==> config.mk <==
export PLATFORM = sky130hd
export DESIGN_NAME = time_counter_gen
export DESIGN_NICKNAME = d
export VERILOG_FILES = /design/src/rtl/time_counter_pkg.sv /design/src/rtl/time_counter_gen_tick_gen.sv /design/src/rtl/time_counter_gen.sv
export SDC_FILE = /design/constraint.sdc
export NUM_CORES = 1
export LEC_CHECK = 0
export CORE_UTILIZATION = 40
export DETAILED_ROUTE_END_ITERATION = 8
export GPL_TIMING_DRIVEN = 0
export PLACE_DENSITY_LB_ADDON = 0.3
export SKIP_CTS_REPAIR_TIMING = 1
export SYNTH_ARGS = -nofsm -noshare
export SYNTH_HDL_FRONTEND = slang
export SYNTH_HIERARCHICAL = 1
export SYNTH_SLANG_ARGS = --single-unit
==> constraint.sdc <==
create_clock -name clk_i -period 2.8 [get_ports clk_i]
set_clock_uncertainty 0.05 [all_clocks]
set_input_delay 0.56 -clock clk_i [delete_from_list [all_inputs] [get_ports clk_i]]
set_output_delay 0.56 -clock clk_i [all_outputs]
set_load 0.005 [all_outputs]
==> src/rtl/time_counter_pkg.sv <==
// time_counter_pkg: shared types for the time counter and its prescaler
package time_counter_pkg;
   typedef enum logic {MODE_WRAP, MODE_SAT} mode_e;
endpackage

==> src/rtl/time_counter_gen_tick_gen.sv <==
// tick_gen: emits one tick for every DIV enabled cycles; collapses to a wire for DIV=1
module tick_gen #(
   parameter int DIV = 1
) (
   input  logic clk_i,
   input  logic rst_i,
   input  logic en_i,
   input  logic sync_clr_i,
   output logic tick_o
);
   if (DIV < 1) begin : g_bad
      $error("tick_gen: DIV must be >= 1");
   end else if (DIV == 1) begin : g_pass
      logic unused;
      assign unused = ^{clk_i, rst_i, sync_clr_i};
      assign tick_o = en_i;
   end else begin : g_div
      localparam int CW = $clog2(DIV);
      localparam logic [CW-1:0] LAST = CW'(DIV - 1);
      logic [CW-1:0] pre;
      assign tick_o = en_i && pre == LAST;
      always_ff @(posedge clk_i or posedge rst_i)
         if (rst_i) pre <= '0;
         else if (sync_clr_i) pre <= '0;
         else if (en_i) pre <= tick_o ? '0 : pre + CW'(1);
   end
endmodule

==> src/rtl/time_counter_gen.sv <==
// time_counter_gen: prescaled up/down counter with clear, load, wrap or saturate, and terminal-count pulse
module time_counter_gen
   import time_counter_pkg::*;
#(
   parameter int     WIDTH     = 5,
   parameter longint MAX_COUNT = (longint'(1) << WIDTH) - 1,
   parameter int     DIV       = 1,
   parameter mode_e  MODE      = MODE_WRAP
) (
   input  logic             clk_i,
   input  logic             rst_i,
   input  logic             en_i,
   input  logic             up_i,
   input  logic             clr_i,
   input  logic             load_i,
   input  logic [WIDTH-1:0] load_val_i,
   output logic [WIDTH-1:0] count_o,
   output logic             tc_o,
   output logic             at_term_o
);
   if (WIDTH < 1 || WIDTH > 32) begin : g_bad_width
      $error("time_counter_gen: WIDTH must be 1..32");
   end
   if (MAX_COUNT <= 0 || MAX_COUNT >= (longint'(1) << WIDTH)) begin : g_bad_max
      $error("time_counter_gen: MAX_COUNT must be 1..2**WIDTH-1");
   end
   if (DIV < 1) begin : g_bad_div
      $error("time_counter_gen: DIV must be >= 1");
   end
   localparam logic [WIDTH-1:0] MAX = WIDTH'(MAX_COUNT);
   logic             tick;
   logic             at_bound;
   logic             moved;
   logic [WIDTH-1:0] term;
   logic [WIDTH-1:0] stepped;
   tick_gen #(.DIV(DIV)) u_tick (
      .clk_i     (clk_i),
      .rst_i     (rst_i),
      .en_i      (en_i),
      .sync_clr_i(clr_i | load_i),
      .tick_o    (tick)
   );
   // a saturating step at the boundary leaves the count unchanged and must not pulse tc_o
   always_comb begin
      term     = up_i ? MAX : '0;
      at_bound = count_o == term;
      stepped  = at_bound ? (MODE == MODE_WRAP ? (up_i ? '0 : MAX) : count_o)
                          : (up_i ? count_o + WIDTH'(1) : count_o - WIDTH'(1));
      moved    = !(at_bound && MODE == MODE_SAT);
   end
   assign at_term_o = at_bound;
   always_ff @(posedge clk_i or posedge rst_i)
      if (rst_i) begin
         count_o <= '0;
         tc_o    <= 1'b0;
      end else if (clr_i) begin
         count_o <= '0;
         tc_o    <= 1'b0;
      end else if (load_i) begin
         count_o <= load_val_i > MAX ? MAX : load_val_i;
         tc_o    <= 1'b0;
      end else begin
         if (tick) count_o <= stepped;
         tc_o <= tick && moved && stepped == term;
      end
endmodule

==> results.txt <==
post-synthesis compound-gate area fraction = 0.2459
initial antenna violation count = 0
chip height = 38.38 µm
register-to-register setup slack = 0.64 ns
startpoint type of the worst setup path = input port
global-route wire length before repair = 1904 µm
# DRC = 0
dpl ws = -0.5303 ns
Cell variety after synth = 30
Yosys Warn Count = 6
Area growth syn-to-layout = 41.61%
setup tns final = 0 ns
worst r2r dst = tc_o
post-synthesis adder-cell area fraction = 0.1087
Worst Path Arrival = 2.08 ns
power per standard cell area = 394.0 nW/µm²
GPL Wtd Cong = 0.8463
Row Count = 12
PortBufs = 15
total power = 0.0002953 W
Worst Setup SP = up_i
ANT cells = 0
peak supply drop = 0.2428 mV
Worst EP required = 2.19 ns
Routed Antenna Nets = 0
leading cell type in the layout, fill and taps excluded = clkdlybuf4s50_1
Seq pwr share = 0.344
fmax = 371.3 MHz
clock slew at reported path FFs = 0.05 ns
io pins = 18
Slew Limit Headroom = 0.7439
Net Switching = 0.00009381 W
Avg Cell Area, Syn = 8.536 µm²
WL final = 1152 µm
Worst-Skew Late Latency = 0.24 ns
worst slew pin tran = 0.3841 ns
Int Power = 0.0002015 W
Clock power frac = 0.271
number of global-route vias before repair = 453
clock sink total = 6
most frequent cells in the layout = clkdlybuf4s50_1 (14), a21oi_1 (6), inv_1 (6), dfrtp_1 (6)
outcome = finished clean
crit-path max FO = 7
Total Routing Usage GR = 0.1917
vias per cell = 5.402
mux contribution to synthesized area = 0.01891
CTS Buffer Depth = 2
logic gate share of total power = 0.385
largest net degree at the start of global routing = 10
die width = 38.38 µm
gr ovfl total = 0
largest family of logic cells by synthesized area = compound AO/OA/AOI/OAI gates
Seq/Total Area, Yosys = 0.2837
Setup WS post-layout = 0.1068 ns
Slew Limit Fails = 0
area share of xor/xnor cells in the synthesized design = 0.08274
CTS tree = done
Post-layout nets = 100
hold slack = 0.4920 ns
Tmin final = 2.693 ns
number of detailed-route iterations in the first pass = 4
Final Core Density = 0.6400
Seq cells post-synth = 6
Synth Area in Simple Gates = 0.1820
RSZ-0062 raised after global routing = no
Placeable Area = 1171 µm²
CP Capture Type = primary output
syn nets = 77
DR vias = 524
starting density of the core = 0.4519
Worst Setup Path Type = in -> out
HP Class = in -> async
Max-Cap Viols = 0
cell count of the worst reg-to-reg path = 6
Die ar. = 1473 µm²
Leak Pwr = 0.3201 nW
drt wl/cell = 11.88 µm
Final Hold Vio Count = 0
Mapped Cells = 62
TritonCTS Buffers = 3
DR iter-0 viols = 13
mapped cell area = 529.3 µm²
Sw Ratio = 0.3177
R2R Path Start = count_o[1]
Final period util = 0.9619
H-tree Lvls = 1
post-DP HPWL = 876.6 µm
setup violators final = 0
CTS root buffer = clkbuf_4
layout cells sized above 1 = 0.1687
[sequential cells by signal, summed over array words and instances, names as in the netlist]
name and cells:
count_o 5, tc_o 1
[area by class of cell]
type / instances / area (µm²)
Fill cell: 111 / 421.7
Multi-Input combinational cell: 46 / 350.3
Timing Repair Buffer: 18 / 167.7
Sequential cell: 6 / 150.1
Inverter: 7 / 26.28
Clock buffer: 3 / 22.52
Tap cell: 14 / 17.52
Buffer: 3 / 15.01
[worst max path at each step]
stage,slack [ns],endpoint
after global routing,0.01,at_term_o
after floorplan,0.48,tc_o
after global placement,-0.50,at_term_o
after CTS,-0.54,at_term_o
after detailed placement,-0.53,at_term_o
final,0.11,at_term_o
[cells in the mapped netlist]
library cell | instances | area (µm²)
inv_1 | 7 | 26.28
a21oi_1 | 6 | 30.03
dfrtp_1 | 6 | 150.1
nand3_1 | 5 | 25.02
nor2_1 | 5 | 18.77
ha_1 | 3 | 37.54
xnor2_1 | 3 | 26.28
clkbuf_1 | 2 | 7.510
nand2_1 | 2 | 7.510
o21ai_0 | 2 | 10.01
xor2_1 | 2 | 17.52
a2111oi_2 | 1 | 15.01
a211o_1 | 1 | 8.760
a21o_1 | 1 | 7.510
a21oi_2 | 1 | 8.760
a21oi_4 | 1 | 16.27
a221oi_1 | 1 | 8.760
a311oi_1 | 1 | 8.760
a31o_2 | 1 | 8.760
and3_1 | 1 | 6.260
buf_4 | 1 | 7.510
fa_1 | 1 | 20.02
mux2i_1 | 1 | 10.01
nand3b_1 | 1 | 7.510
nand4_1 | 1 | 6.260
nor2b_1 | 1 | 6.260
nor3_1 | 1 | 5.000
o211ai_1 | 1 | 7.510
or3_1 | 1 | 6.260
or4_1 | 1 | 7.510
[critical path, cell delays in order]
cell	delay [ns]
clkbuf_2	0.17
inv_2	0.12
ha_1	0.37
nand3_1	0.13
a21oi_4	0.20
clkdlybuf4s50_1	0.53
[per-stage QoR]
step,instance area (µm²),std cells
final,749.5,97
after global routing,749.5,97
after CTS,719.4,94
after detailed placement,696.9,91
after global placement,696.9,91
after floorplan,529.3,62
[power groups by stage]
stage               clock network, W  registers [W]  logic (W)
floorplan                          0       0.000101  0.0000688
global placement                   0       0.000102   0.000106
detailed placement                 0       0.000102   0.000108
CTS                        0.0000846       0.000101   0.000109
global route               0.0000885       0.000103   0.000126
finish                     0.0000800       0.000102   0.000114
[layer usage]
layer / global-route usage / part of all wire / up-vias
met3: 0.03488 / 0.038 / 2
met2: 0.2924 / 0.47 / 19
met4: 0.1034 / 0.0035 / 0
met1: 0.2545 / 0.49 / 238
met5: 0 / 0 / -
li1: - / - / 265
[cells by family (layout without fill, tap and decap cells)]
family	Yosys count	in the layout
adder cells (fa/ha/maj)	4	4
buffers and inverters	10	31
AO/OA/AOI/OAI	17	17
XOR/XNOR	5	5
AND/OR/NAND/NOR	19	19
flip-flops	6	6
multiplexers	1	1
(Power assumes the default switching activity.)
